--- config.mk ---
export PLATFORM = sky130hd
export DESIGN_NAME = alu_op_dispatch
export DESIGN_NICKNAME = d
export VERILOG_FILES = /design/src/rtl/alu_pkg.sv /design/src/rtl/alu_op_decode.sv /design/src/rtl/alu_op_dispatch.sv
export SDC_FILE = /design/constraint.sdc
export NUM_CORES = 1
export LEC_CHECK = 0
export ABC_CLOCK_PERIOD_IN_PS = 1500
export BUFFER_PORTS_ARGS = -buffer_cell sky130_fd_sc_hd__buf_2
export CORE_MARGIN = 4
export CORE_UTILIZATION = 40
export DETAILED_ROUTE_END_ITERATION = 6
export PLACE_DENSITY = 0.71
export REMOVE_ABC_BUFFERS = 1
export SYNTH_ARGS = -nofsm -noshare
export SYNTH_HDL_FRONTEND = slang
export SYNTH_SLANG_ARGS = --single-unit
--- constraint.sdc ---
create_clock -name clock -period 1.5 [get_ports clock]
set_clock_uncertainty 0.05 [all_clocks]
set_input_delay 0.3 -clock clock [delete_from_list [all_inputs] [get_ports clock]]
set_output_delay 0.3 -clock clock [all_outputs]
set_load 0.01 [all_outputs]
--- src/rtl/alu_pkg.sv ---
// Shared definitions for the ALU issue path: opcodes, dispatch FSM state
// encoding and bit positions inside the per-unit enable vector.
package alu_pkg;

    // ALU opcodes. Each legal opcode's value is also its enable bit index.
    localparam logic [4:0] OP_ADD  = 5'b00000;
    localparam logic [4:0] OP_SUB  = 5'b00001;
    localparam logic [4:0] OP_AND  = 5'b00010;
    localparam logic [4:0] OP_OR   = 5'b00011;
    localparam logic [4:0] OP_SLL  = 5'b00100;
    localparam logic [4:0] OP_SRA  = 5'b00101;
    localparam logic [4:0] OP_MULT = 5'b00110;
    localparam logic [4:0] OP_DIV  = 5'b00111;

    // Dispatch FSM states. EMPTY is all-zero so reset drives the state output to 0.
    localparam logic [1:0] ST_EMPTY = 2'd0;
    localparam logic [1:0] ST_HOLD  = 2'd1;
    localparam logic [1:0] ST_MULTI = 2'd2;

    // Bit positions in the one-hot enable vector.
    localparam int EN_ADD  = 0;
    localparam int EN_SUB  = 1;
    localparam int EN_AND  = 2;
    localparam int EN_OR   = 3;
    localparam int EN_SLL  = 4;
    localparam int EN_SRA  = 5;
    localparam int EN_MULT = 6;
    localparam int EN_DIV  = 7;
    localparam int EN_W    = 8;

endpackage

--- src/rtl/alu_op_decode.sv ---
// Combinational opcode decoder: opcode -> one-hot unit enable, multi-cycle
// flag and illegal flag.
// Optional feature macro: ILLEGAL_OP_TRAP_EN. When defined, unknown opcodes
// produce no enable and raise illegal; otherwise they fall back to add.
module alu_op_decode
    import alu_pkg::*;
#(
    parameter int OPW = 5
) (
    input  logic [OPW-1:0]  opcode,
    output logic [EN_W-1:0] onehot,
    output logic            is_multi,
    output logic            illegal
);

    // Map opcode to exactly one enable bit (or none for a trapped illegal op).
    always_comb begin
        onehot   = '0;
        is_multi = 1'b0;
        illegal  = 1'b0;
        case (opcode)
            OPW'(OP_ADD):  onehot[EN_ADD] = 1'b1;
            OPW'(OP_SUB):  onehot[EN_SUB] = 1'b1;
            OPW'(OP_AND):  onehot[EN_AND] = 1'b1;
            OPW'(OP_OR):   onehot[EN_OR]  = 1'b1;
            OPW'(OP_SLL):  onehot[EN_SLL] = 1'b1;
            OPW'(OP_SRA):  onehot[EN_SRA] = 1'b1;
            OPW'(OP_MULT): begin
                onehot[EN_MULT] = 1'b1;
                is_multi        = 1'b1;
            end
            OPW'(OP_DIV): begin
                onehot[EN_DIV] = 1'b1;
                is_multi       = 1'b1;
            end
            default: begin
`ifdef ILLEGAL_OP_TRAP_EN
                illegal = 1'b1;
`else
                onehot[EN_ADD] = 1'b1;
`endif
            end
        endcase
    end

endmodule

--- src/rtl/alu_op_dispatch.sv ---
// Execute-stage issue register in front of the ALU units. Holds one operand
// pair with a one-hot unit enable, and stalls upstream for the fixed latency
// of mult/div.
// Optional feature macro: ILLEGAL_OP_TRAP_EN (handled in alu_op_decode).
//
// Handshake: a transfer happens on a rising edge where valid and ready are
// both 1. Upstream: accept = in_valid & in_ready; in_ready does not depend on
// in_valid. Downstream: the held entry is consumed on an edge with
// out_valid & out_ready; while out_valid=1 and out_ready=0 every registered
// output stays constant.
module alu_op_dispatch
    import alu_pkg::*;
#(
    parameter int WIDTH        = 32,
    parameter int OPW          = 5,
    parameter int MULTI_CYCLES = 32
) (
    input  logic             clock,
    input  logic             reset_n,
    input  logic             in_valid,
    output logic             in_ready,
    input  logic [WIDTH-1:0] in_opA,
    input  logic [WIDTH-1:0] in_opB,
    input  logic [OPW-1:0]   in_opcode,
    input  logic [4:0]       in_shamt,
    output logic [WIDTH-1:0] data_operandA,
    output logic [WIDTH-1:0] data_operandB,
    output logic [4:0]       shamt,
    output logic             add_enable,
    output logic             sub_enable,
    output logic             and_enable,
    output logic             or_enable,
    output logic             sll_enable,
    output logic             sra_enable,
    output logic             mult_enable,
    output logic             div_enable,
    output logic             multi_start,
    output logic             multi_busy,
    output logic             illegal_op,
    output logic             out_valid,
    input  logic             out_ready,
    output logic [1:0]       dbg_state
);

    localparam int CW = (MULTI_CYCLES > 2) ? $clog2(MULTI_CYCLES) : 1;

    logic [1:0]       state;
    logic [CW-1:0]    cnt;
    logic [WIDTH-1:0] opa_q;
    logic [WIDTH-1:0] opb_q;
    logic [4:0]       shamt_q;
    logic [EN_W-1:0]  en_q;
    logic             illegal_q;
    logic             start_q;

    logic [EN_W-1:0]  dec_onehot;
    logic             dec_multi;
    logic             dec_illegal;
    logic             accept;

    alu_op_decode #(.OPW(OPW)) u_decode (
        .opcode   (in_opcode),
        .onehot   (dec_onehot),
        .is_multi (dec_multi),
        .illegal  (dec_illegal)
    );

    // Ready when empty, or when the held result leaves on this same edge.
    always_comb begin
        in_ready = (state == ST_EMPTY) || ((state == ST_HOLD) && out_ready);
        accept   = in_valid && in_ready;
    end

    // Dispatch FSM, mult/div countdown and the issue register.
    always_ff @(posedge clock or negedge reset_n) begin
        if (!reset_n) begin
            state     <= ST_EMPTY;
            cnt       <= '0;
            opa_q     <= '0;
            opb_q     <= '0;
            shamt_q   <= '0;
            en_q      <= '0;
            illegal_q <= 1'b0;
            start_q   <= 1'b0;
        end else begin
            start_q <= 1'b0;
            case (state)
                ST_EMPTY, ST_HOLD: begin
                    if (accept) begin
                        opa_q     <= in_opA;
                        opb_q     <= in_opB;
                        shamt_q   <= in_shamt;
                        en_q      <= dec_onehot;
                        illegal_q <= dec_illegal;
                        if (dec_multi) begin
                            state   <= ST_MULTI;
                            cnt     <= CW'(MULTI_CYCLES - 1);
                            start_q <= 1'b1;
                        end else begin
                            state <= ST_HOLD;
                            cnt   <= '0;
                        end
                    end else if ((state == ST_HOLD) && out_ready) begin
                        // Drained: clear everything so the gated units output 0.
                        state     <= ST_EMPTY;
                        opa_q     <= '0;
                        opb_q     <= '0;
                        shamt_q   <= '0;
                        en_q      <= '0;
                        illegal_q <= 1'b0;
                    end
                end
                ST_MULTI: begin
                    cnt <= cnt - CW'(1);
                    if (cnt == CW'(1)) begin
                        state <= ST_HOLD;
                    end
                end
                default: begin
                    state <= ST_EMPTY;
                    cnt   <= '0;
                end
            endcase
        end
    end

    // Fan the registered state out to the unit-facing ports.
    always_comb begin
        data_operandA = opa_q;
        data_operandB = opb_q;
        shamt         = shamt_q;
        add_enable    = en_q[EN_ADD];
        sub_enable    = en_q[EN_SUB];
        and_enable    = en_q[EN_AND];
        or_enable     = en_q[EN_OR];
        sll_enable    = en_q[EN_SLL];
        sra_enable    = en_q[EN_SRA];
        mult_enable   = en_q[EN_MULT];
        div_enable    = en_q[EN_DIV];
        multi_start   = start_q;
        multi_busy    = (state == ST_MULTI);
        illegal_op    = illegal_q;
        out_valid     = (state == ST_HOLD);
        dbg_state     = state;
    end

endmodule

# Word level (Yosys, flattened, before mapping)
# Index checks and enable logic that the tools add are counted.
classes:
  addsub: 1
  n_eq_ne: 13
  n_mux: 29
  reduce_logical: 10
ops:
  columns: ["cell", "n"]
  rows:
  - ["32-bit 2-to-1 mux", 3]
  - ["5-bit by 3-bit == test with 1-bit output, second input constant", 4]
  - ["5-bit 2-to-1 mux", 4]
  - ["8-bit 2-to-1 mux", 2]
  - ["1-bit 2-to-1 mux", 14]
  - ["5-bit by 1-bit == test with 1-bit output, second input constant", 2]
  - ["5-bit by 2-bit == test with 1-bit output, second input constant", 2]
  - ["5-bit case mux with 2 select lines", 1]
  - ["2-bit 2-to-1 mux", 4]
  - ["7-bit OR reduction", 1]
  - ["5-bit by 1-bit subtractor with 5-bit output, second input constant", 1]
  - ["2-bit case mux with 2 select lines", 1]
  - ["2-bit AND reduction", 2]
  - ["2-bit OR reduction", 2]
  - ["3-bit inequality test, second input constant", 1]
  - ["2-bit by 1-bit == test with 1-bit output, second input constant", 1]
  - ["2-bit == test, second input constant", 1]
  - ["1-bit logical AND", 2]
  - ["2-bit zero test", 1]
  - ["2-bit by 1-bit inequality test with 1-bit output, second input constant", 1]
  - ["2-bit inequality test, second input constant", 1]
  - ["2-bit nonzero test", 1]
  - ["1-bit logical OR", 1]
totals:
  word_cells: 61
  inputBits: 78
  ff_bits: 86

# Longest topological paths before layout
# Gate-level depths: netlist of run 1.
logic_depth:
  word_depth: 6
  mapped_depth: 7

# Modules after synthesis
# A second synthesis of run 1 with hierarchy kept.
unflattened:
  cells_unflattened: 235
  hier_area_um2: 3313.2
modules_own_cells:
  columns: ["mod", "area_per_inst_um2", "cells_per_inst", "seq_area_each_um2", "n_inst"]
  rows:
  - ["alu_op_dispatch", 3219.3, 218, 2152.1, 1]
  - ["alu_op_decode", 93.8, 17, 0.0, 1]

# Worst setup path before layout of run 1
# OpenSTA, ideal clock, no wires.
synth_path:
  path_kind: "reg2reg"
  startpoint: "register state[0] (netlist: dbg_state[0])"
  endpoint: "register opb_q[0] (netlist: data_operandB[0])"
  setup_time_ns: 0.121
  path_slack_ns: 0.032
  path_stages_with_launch: 7
  t_arrival_ns: 1.297
  t_required_ns: 1.329
  period_less_slack_ns: 1.468
  path_buffers: 3
  path_cell_list: "dfrtp_1 > mux2i_1 > or2_1 > buf_2 > buf_6 > buf_6 > a22o_1"
synth_between:
  elab_chain_len: 6
  word_cells_on_any_way: 9
synth_rtl:
  columns: ["item", "line_no", "rtl"]
  rows:
  - ["start, declared", "alu_op_dispatch.sv:47", "logic [1:0] state;"]
  - ["start signal, assigned", "alu_op_dispatch.sv:77", "state <= ST_EMPTY;"]
  - ["start signal, assigned", "alu_op_dispatch.sv:96", "state <= ST_MULTI;"]
  - ["start signal, assigned", "alu_op_dispatch.sv:100", "state <= ST_HOLD;"]
  - ["2-bit by 1-bit == test with 1-bit output", "alu_op_dispatch.sv:70, alu_op_dispatch.sv:87, alu_op_dispatch.sv:103", null]
  - ["1-bit logical AND", "alu_op_dispatch.sv:70, alu_op_dispatch.sv:103", null]
  - ["1-bit logical OR", "alu_op_dispatch.sv:70", "in_ready = (state == ST_EMPTY) || ((state == ST_HOLD) && out_ready);"]
  - ["1-bit logical AND", "alu_op_dispatch.sv:71", "accept = in_valid && in_ready;"]
  - ["2-bit nonzero test (no line)", null, null]
  - ["2-bit AND reduction (no line)", null, null]
  - ["end signal, assigned", "alu_op_dispatch.sv:91", "opb_q <= in_opB;"]
  - ["end, declared", "alu_op_dispatch.sv:50", "logic [WIDTH-1:0] opb_q;"]
# Parallel ways exist; a longest one is shown, timed or not.
# A chain may end at the register's enable or synchronous reset.

# Final worst setup path of run 1
layout_path:
  startpoint: "register state[0] (netlist: dbg_state[0])"
  endpoint: "register en_q[0]"
layout_between:
  elab_chain_len: 6
  word_cells_on_any_way: 9
layout_rtl:
  columns: ["item", "line_no", "rtl"]
  rows:
  - ["2-bit by 1-bit == test with 1-bit output", "alu_op_dispatch.sv:70, alu_op_dispatch.sv:87, alu_op_dispatch.sv:103", null]
  - ["1-bit logical AND", "alu_op_dispatch.sv:70, alu_op_dispatch.sv:103", null]
  - ["1-bit logical OR", "alu_op_dispatch.sv:70", null]
  - ["1-bit logical AND", "alu_op_dispatch.sv:71", null]
  - ["2-bit nonzero test (no line)", null, null]
  - ["2-bit AND reduction (no line)", null, null]
  - ["end signal, assigned", "alu_op_dispatch.sv:93", "en_q <= dec_onehot;"]
  - ["end, declared", "alu_op_dispatch.sv:52", "logic [EN_W-1:0] en_q;"]
# Parallel ways exist; a longest one is shown, timed or not.

==> results of run 1 <==
[flip-flops by register name (all words and copies together), names as in the netlist]
signal	count
shamt	5
multi_start	1
data_operandB	32
dbg_state	2
en_q	8
data_operandA	32
cnt	5
[where the power goes]
group          internal (mW)  switching (mW)  leakage, nW
clock network          0.914           0.780        0.101
logic                  0.685           0.655         1.31
registers               2.57           0.161         1.09
[final cells by class]
class                      instances  area share [%]
clock inverter                     5            1.66
timing repair buffer             186            25.9
tap                              102            2.73
multi-input combinational        127            21.1
sequential                        85            45.5
inverter                           6           0.482
clock buffer                       9            2.65
[critical path, stage by stage (launching register included)]
cell	delay [ns]
dfrtp_1	0.40
buf_4	0.15
mux2i_1	0.15
or2_4	0.33
buf_12	0.17
a22o_1	0.23
[how the worst max path moves through the flow]
| stage | end | slack (ns) | cells after the start |
|---|---|---|---|
| 3_5_place_dp | cnt[3]$_DFFE_PN0P_ | -0.01 | 4 |
| 5_1_grt | out_valid | -0.15 | 3 |
| 4_1_cts | in_ready | -0.12 | 3 |
| 6_report | en_q[0]$_DFFE_PN0P_ | -0.10 | 5 |
| 2_1_floorplan | en_q[0]$_DFFE_PN0P_ | -0.81 | 3 |
| 3_3_place_gp | en_q[4]$_DFFE_PN0P_ | 0.05 | 4 |
[metrics by stage]
stage / hold WS [ns] / worst slack [ns] / instance area, um2 / instances
final: 0.127 / -0.100 / 4670 / 520
after global routing: 0.0978 / -0.145 / 4670 / 520
after CTS: 0.112 / -0.116 / 4410 / 504
after detailed placement: 0.151 / -0.0140 / 4180 / 489
after global placement: 0.143 / 0.0476 / 4180 / 489
after floorplan: -0.0456 / -0.808 / 3110 / 217
[repair_timing]
| action | 4_1_cts | 5_1_grt |
|---|---|---|
| gates cloned | 0 | 11 |
| setup endpoints to repair | 8 | 48 |
| setup buffers | 0 | 5 |
| resized for setup | 6 | 6 |
| pin swaps | 1 | 2 |
| hold endpoints to repair | 16 | 0 |
| hold buffers | 1 | 0 |
[cells by family (layout without fill, tap and decap cells)]
logic type	count (synthesis)	in the layout	share of synthesized area, %
compound gates	92	92	23.2
xor+xnor	3	3	0.814
fa+ha+maj	2	2	0.775
buf+inv	25	206	4.30
flops	85	85	65.9
mux	1	1	0.310
other cells	1	1	0.116
simple gates	27	28	4.61
[cell usage in the layout (no fill, tap or decap), drive strengths merged, types with 3 or more instances in the layout]
master	n
a21oi	5
xnor2	3
nor2	5
clkbuf	15
o31ai	3
buf	179
a22o	70
inv	6
o21ai	5
o22ai	5
nand2	11
dfrtp	85
or2	3
[metal layers]
metal  up-vias  global-route usage, %  wire length, um
li1       1240                      -                -
met1      1347                   21.6             3960
met2       110                   26.8             4730
met3         5                   5.57              606
met4         0                   4.79               62
met5         -                      0                0
==> qor.csv, run 1 <==
stage,metric,value,unit
global_routing,grt_usage,16.7,%
drt,wl_per_cell,18.0,um
worst_setup_path,reg2regPathDepth,5,
clock_tree,clock-root-buffer,clkbuf_8,
drt,via_per_inst,5.20,
placement,globalplace.congestion,0.827,
global_routing,grt_overflow,0,
sta,hold_viol,0,
floorplan,die_w,97.9,um
layout,multiInputGateArea,986,um2
clock_tree,clock-sinks,85,
layout,layout.nets,495,
floorplan,die_y,97.9,um
sta,setup_viol,74,
drt,drt_iter0_markers,94,
clock_tree,clock_path_buffers,2,
placement,port_buffers,160,
layout,syn_to_final_growth,44.8,%
hold_path,min_path_cells,2,
drt,vias,2702,
synthesis,synth-async-reset-ratio,100,%
hold_path,hold_start,in_opB[7],
status,run_status,"complete, but fails checks",
sta,setup_ws,-0.100,ns
global_routing,antenna_found_initial,0,
synthesis,yosysTopAreaCell,dfrtp_1,
synthesis,synth.top_cell.area_share,65.9,%
power,ir_worst_vdd,0.669,mV
layout,regArea,0.00213,mm2
synthesis,ys_top_cells_by_count,"85 x dfrtp_1, 70 x a22o_1, 11 x nand2_1",
flow_run,cap_violations,0,
sta,clock.fmax,0.625,GHz
synthesis,yosysWarnings,0,
status,violations,negative setup slack,
worst_setup_path,crit_fanout,13,
global_routing,first_global_vias,2679,
worst_setup_path,r2r_slack,-0.10,ns
layout,final_util,59.9,%
hold_path,whs_endpoint,data_operandB[7]$_DFFE_PN0P_,
floorplan,start_util,41.4,%
synthesis,yosys.cell_types.count,31,
floorplan,rows,32,
power,p_total,5.76,mW
synthesis,synth_most_common_cell,dfrtp_1,
worst_setup_path,crit_required,1.68,ns
synthesis,syn_area_per_cell,13.7,um2
worst_setup_path,crit_type,register to register,
sta,finalCriticalPeriod,1.60,ns
power,power.density,1230,mW/mm2
drt,drc_errors,0,
drt,dr.pass1.iters,4,
synthesis,yosysSeqAreaShare,65.9,%
synthesis,ys_ff_latch,85,
floorplan,fp.dieArea,0.00957,mm2
clock_tree,cts_tree,yes,
clock_tree,clkTransAtPathRegs,0.08,ns
hold_path,hold_path_class,input pin to register,
worst_setup_path,startpoint,dbg_state[0]$_DFFE_PN0P_,
synthesis,postSynthCellCount,236,
floorplan,core,0.00781,mm2
clock_tree,cts_buffers,9,
worst_setup_path,rr_endpoint,en_q[0]$_DFFE_PN0P_,
layout,fillers,663,
synthesis,synth_flop_cell,dfrtp_1,
clock_tree,htreeDepth,3,
layout,n_antenna_cell,0,
sta,rsz0062_at_grt,yes,
power,p_leak,2.50,nW
worst_setup_path,endpoint_kind,register,
layout,drive_gt1_share,49.8,%
synthesis,synthesis.area,0.00323,mm2
drt,ant_nets,0,
worst_setup_path,start_kind,register,
floorplan,io_pins,162,
sta,fin_tns_setup,-3.22,ns
placement,dp_hpwl,5.76,mm
worst_setup_path,r2r-start,dbg_state[0]$_DFFE_PN0P_,
worst_setup_path,arrival,1.78,ns
synthesis,synth_area_leaders,"dfrtp_1 66%, a22o_1 19%, buf_2 1.4%, buf_6 1.4%, nand2_1 1.3%",
synthesis,synth-edff-count,0,
drt,wl,9.36,mm
sta,fin_crit_sh,107,%
global_routing,grt_max_degree,52,
global_routing,grt_pass1_wl,13.0,mm
clock_tree,clock_latency,0.34,ns
sta,drv_slew,0,
(Power assumes the default switching activity.)
==> run 2: changes to the inputs <==
Settings changed: REMOVE_ABC_BUFFERS 1 to unset.
==> qor.csv, run 2 (synthesized netlist as in run 1, its figures left out) <==
stage,metric,value,unit
layout,n_antenna_cell,0,
sta,setup_ws,-0.0694,ns
layout,layout.nets,493,
drt,dr.pass1.iters,4,
worst_setup_path,path_cells,buf_4 > mux2i_1 > or2_4 > buf_12 > a22o_1,
worst_setup_path,r2r-start,dbg_state[0]$_DFFE_PN0P_,
clock_tree,clock-sinks,85,
layout,layout_commonest_cell,buf_2,
sta,rsz0062_at_grt,yes,
drt,wl_per_cell,17.6,um
sta,drv_slew,0,
sta,clock.fmax,0.637,GHz
clock_tree,clock_latency,0.34,ns
worst_setup_path,crit_buf_inv,2,
sta,hold_viol,0,
power,ir_worst_vdd,0.592,mV
worst_setup_path,crit_type,register to register,
worst_setup_path,reg2regPathDepth,5,
hold_path,hold_path_class,input pin to register,
sta,fin_tns_setup,-2.54,ns
clock_tree,clock_path_buffers,2,
global_routing,grt_pass1_wl,13.4,mm
worst_setup_path,r2r_slack,-0.07,ns
status,violations,negative setup slack,
global_routing,grt_usage,17.3,%
global_routing,grt_overflow,0,
worst_setup_path,arrival,1.76,ns
global_routing,antenna_found_initial,0,
drt,drc_errors,0,
sta,fin_crit_sh,105,%
global_routing,grt_max_degree,45,
worst_setup_path,start_kind,register,
floorplan,fp.dieArea,0.00957,mm2
floorplan,io_pins,162,
drt,via_per_inst,5.21,
floorplan,rows,32,
layout,syn_to_final_growth,45.1,%
placement,dp.cells,488,
worst_setup_path,crit_required,1.69,ns
placement,port_buffers,160,
clock_tree,cts_buffers,9,
worst_setup_path,cp_slowest_stage_delay,0.41,ns
clock_tree,clkTransAtPathRegs,0.09,ns
clock_tree,cts_tree,yes,
layout,layout.cells.non_filler,520,
worst_setup_path,startpoint,dbg_state[0]$_DFFE_PN0P_,
power,p_total,5.95,mW
sta,finalCriticalPeriod,1.57,ns
floorplan,die_y,97.9,um
floorplan,core,0.00781,mm2
sta,setup_viol,77,
layout,final_util,60.0,%
flow_run,cap_violations,0,
placement,globalplace.congestion,0.832,
drt,drt_iter0_markers,96,
global_routing,first_global_vias,2647,
power,p_leak,2.51,nW
layout,drive_gt1_share,50.0,%
floorplan,start_util,41.4,%
placement,dp_hpwl,5.71,mm
worst_setup_path,path_delay_family,flip-flops,
clock_tree,htreeDepth,3,
worst_setup_path,crit_fanout,19,
layout,layout_common_cells,"159 x buf_2, 84 x dfrtp_1, 70 x a22o_1",
clock_tree,clock-root-buffer,clkbuf_8,
worst_setup_path,worst-path-stages,5,
power,power.density,1270,mW/mm2
synthesis,syn_nets,316,
drt,wl,9.13,mm
drt,ant_nets,0,
placement,pre_cts_ws,-0.0511,ns
floorplan,die_w,97.9,um
worst_setup_path,endpoint_kind,register,
worst_setup_path,cp-endpoint,en_q[0]$_DFFE_PN0P_,
drt,vias,2707,
worst_setup_path,worst_path_max_delay_cell,dfrtp_1,
status,run_status,"complete, but fails checks",
worst_setup_path,rr_endpoint,en_q[0]$_DFFE_PN0P_,
run 2: changes by cell type in the layout (fill, tap and decap cells not counted), sizes merged:
cell	previous run	this run
or2	3	2
bufinv	2	3
run 2: worst reg2reg max path, delay by kind of cell (launching register included):
family                 cells  cell delay, ns
multiplexers               1            0.11
AO/OA/AOI/OAI              1            0.23
buffers and inverters      2            0.33
AND/OR/NAND/NOR            1            0.33
flip-flops                 1            0.41
run 2: how the worst min path moves through the flow:
stage                    start  slack (ns)                       endpoint  cells after the start
detailed placement     reset_n        0.20  data_operandA[21]$_DFFE_PN0P_                      1
floorplan              reset_n       -0.05             cnt[0]$_DFFE_PN0P_                      0
global route        in_opA[27]        0.11  data_operandA[27]$_DFFE_PN0P_                      2
finish              in_opA[21]        0.12  data_operandA[21]$_DFFE_PN0P_                      2
CTS                 in_opA[13]        0.09  data_operandA[13]$_DFFE_PN0P_                      2
global placement       reset_n        0.19  data_operandA[25]$_DFFE_PN0P_                      1
run 2: cell type report:
type,instances,area [um2]
clock buffer,10,128
timing repair buffer,185,1180
sequential,85,2130
tap,102,128
clock inverter,6,111
fill,656,3120
inverter,6,22.5
multi-input combinational,126,990
run 2: where the power goes:
part           switching (mW)  internal, mW  total [mW]
Sequential              0.160          2.57        2.73
Combinational           0.645         0.664        1.31
Clock                   0.800          1.11        1.91
run 2: per-stage QoR:
stage | hold WS (ns) | cell area (um2)
after floorplan | -0.0456 | 3230
after global placement | 0.192 | 4170
after detailed placement | 0.201 | 4170
after CTS | 0.0917 | 4480
after global routing | 0.107 | 4690
final | 0.117 | 4690
run 2: repair_timing:
action                     CTS  global route
gates cloned                 1             7
buffers inserted             2             5
gates resized for setup      5             9
hold endpoints to repair    27             0
setup endpoints to repair    5            85
hold buffers                 1             0
pin swaps                    3             2
run 2: metal layers:
layer | share of wire (%) | global-route usage (%) | vias up
li1 | - | - | 1235
met1 | 45 | 23.5 | 1337
met2 | 46 | 25.9 | 120
met3 | 7.2 | 4.71 | 15
met4 | 1.6 | 7.88 | 0
met5 | 0 | 0 | -
==> run 3: changes to the inputs <==
Settings changed: SYNTH_HIERARCHICAL set to 1.
==> qor.csv, run 3 <==
stage,metric,value,unit
status,run_status,"complete, but fails checks",
status,violations,negative setup slack,
power,power.density,1150,mW/mm2
floorplan,die_y,99.0,um
clock_tree,cts_buffers,9,
hold_path,hold_start,in_opA[14],
layout,layout_commonest_cell,buf_2,
hold_path,hold_path_class,input pin to register,
flow_run,cap_violations,0,
placement,globalplace.congestion,0.818,
sta,fin_tns_setup,-5.00,ns
global_routing,top_usage_layer,met2,
layout,n_antenna_cell,0,
synthesis,synth.top_cell.area_share,65.0,%
hold_path,min_path_cells,2,
global_routing,use_met3,5.59,%
global_routing,grt_max_degree,87,
layout,final_util,60.4,%
synthesis,yosysTopAreaCell,dfrtp_1,
clock_tree,cts_tree,yes,
placement,dp_hpwl,6.00,mm
worst_setup_path,reg2regPathDepth,7,
hold_path,whs_endpoint,data_operandA[14]$_DFFE_PN0P_,
clock_tree,clock-root-buffer,clkbuf_8,
layout,layout.nets,500,
power,ir_worst_vdd,0.526,mV
worst_setup_path,start_kind,register,
synthesis,yosysSeqAreaShare,65.0,%
sta,hold-worst-slack,0.112,ns
drt,drt_iter0_markers,150,
synthesis,yosysWarnings,6,
global_routing,grt_usage,17.6,%
power,p_leak,2.57,nW
global_routing,grt_overflow,0,
floorplan,core,0.00789,mm2
global_routing,antenna_found_initial,0,
drt,vias,2749,
sta,setup_ws,-0.121,ns
power,p_total,5.49,mW
sta,hold_viol,0,
drt,wl_per_cell,17.9,um
sta,clock.fmax,0.617,GHz
synthesis,synth-async-reset-ratio,100,%
synthesis,ys_ff_latch,86,
layout,layout.cells.non_filler,527,
layout,syn_to_final_growth,43.8,%
global_routing,grt_use_met2,27.2,%
clock_tree,clock_latency,0.35,ns
floorplan,start_util,42.0,%
worst_setup_path,cp_slowest_stage_delay,0.43,ns
drt,dr.pass1.iters,4,
placement,port_buffers,161,
synthesis,synth-edff-count,0,
worst_setup_path,r2r_slack,-0.10,ns
floorplan,rows,32,
synthesis,yosys.cell_types.count,36,
drt,drc_errors,0,
clock_tree,clkTransAtPathRegs,0.10,ns
synthesis,postSynthCellCount,235,
drt,ant_nets,0,
worst_setup_path,crit_type,register to output port,
synthesis,syn_nets,315,
synthesis,synthesis.area,0.00331,mm2
worst_setup_path,startpoint,dbg_state[0]$_DFFE_PN0P_,
worst_setup_path,arrival,1.27,ns
worst_setup_path,crit_fanout,3,
clock_tree,clock_path_buffers,2,
clock_tree,clock-sinks,86,
worst_setup_path,worst_path_max_delay_cell,dfrtp_2,
sta,setup_viol,84,
sta,finalCriticalPeriod,1.62,ns
global_routing,first_global_vias,2711,
synthesis,ys_top_cells_by_count,"86 x dfrtp_1, 78 x a22o_1, 9 x nor2_1",
synthesis,syn_area_per_cell,14.1,um2
worst_setup_path,r2r-start,dbg_state[0]$_DFFE_PN0P_,
worst_setup_path,rr_endpoint,data_operandA[11]$_DFFE_PN0P_,
synthesis,synth_flop_cell,dfrtp_1,
sta,fin_crit_sh,108,%
synthesis,synth_most_common_cell,dfrtp_1,
worst_setup_path,endpoint_kind,output port,
synthesis,synth_area_leaders,"dfrtp_1 65%, a22o_1 21%, buf_6 1.4%, nor2_1 1.0%, buf_2 0.91%",
worst_setup_path,path_cells,buf_6 > and2b_4 > nor2_2 > buf_2,
placement,place_area,0.00431,mm2
global_routing,grt_pass1_wl,13.8,mm
layout,drive_gt1_share,52.0,%
placement,pre_cts_ws,-0.0222,ns
sta,drv_slew,0,
floorplan,die_w,99.0,um
sta,rsz0062_at_grt,yes,
drt,wl,9.42,mm
layout,layout_common_cells,"159 x buf_2, 85 x dfrtp_1, 78 x a22o_1",
global_routing,grt_use_met1,24.1,%
floorplan,io_pins,162,
clock_tree,htreeDepth,3,
drt,via_per_inst,5.22,
floorplan,fp.dieArea,0.00980,mm2
worst_setup_path,crit_required,1.15,ns
layout,fin_area,0.00477,mm2
placement,dp.cells,494,
run 3: how the worst max path moves through the flow:
stage | to
CTS | in_ready
finish | in_ready
detailed placement | dbg_state[1]$_DFFE_PN0P_
global route | in_ready
floorplan | dbg_state[1]$_DFFE_PN0P_
global placement | dbg_state[1]$_DFFE_PN0P_
run 3: timing repair:
item / in CTS / in global routing
setup buffers: 4 / 5
resized for setup: 8 / 6
pin swaps: 61 / 7
setup endpoints to repair: 5 / 84
endpoints found under the hold margin: 86 / 0
hold buffers: 1 / 0
cloned: 0 / 7
run 3: routing by layer:
metal | part of all wire [%] | up-vias
met4 | 1.1 | 0
met3 | 8.2 | 10
met1 | 44 | 1354
li1 | - | 1257
met2 | 47 | 128
met5 | 0 | -
run 3: cell type report:
cell class,count,area (um2)
Inverter,4,15.0
Clock inverter,6,45.0
Sequential cell,86,2150
Timing Repair Buffer,193,1240
Multi-Input combinational cell,126,1060
Clock buffer,10,128
Fill cell,661,3120
Tap cell,102,128
run 3: report_power, final:
part	internal [mW]	total (mW)	switching, mW	leakage (nW)
sequential	2.59	2.74	0.155	1.10
combinational	0.653	1.29	0.632	1.38
clock	0.611	1.46	0.851	0.0793
total	3.85	5.49	1.64	2.57
run 3: kinds of logic (layout without fill, tap and decap cells):
kind of cell	count (synthesis)	count (layout)	share of synthesized area (%)
adder cells (fa/ha/maj)	2	2	0.755
buffers and inverters	23	213	4.19
multiplexers	1	1	0.302
AND/OR/NAND/NOR	27	27	5.25
AO/OA/AOI/OAI	92	92	23.6
flip-flops	86	86	65.0
XOR/XNOR	3	3	0.793
other	1	1	0.113
run 3: worst max-delay path: cells and delay by family (launching register included):
kind | cells | cell delay, ns
simple gates | 2 | 0.25
buf+inv | 2 | 0.24
flops | 1 | 0.43
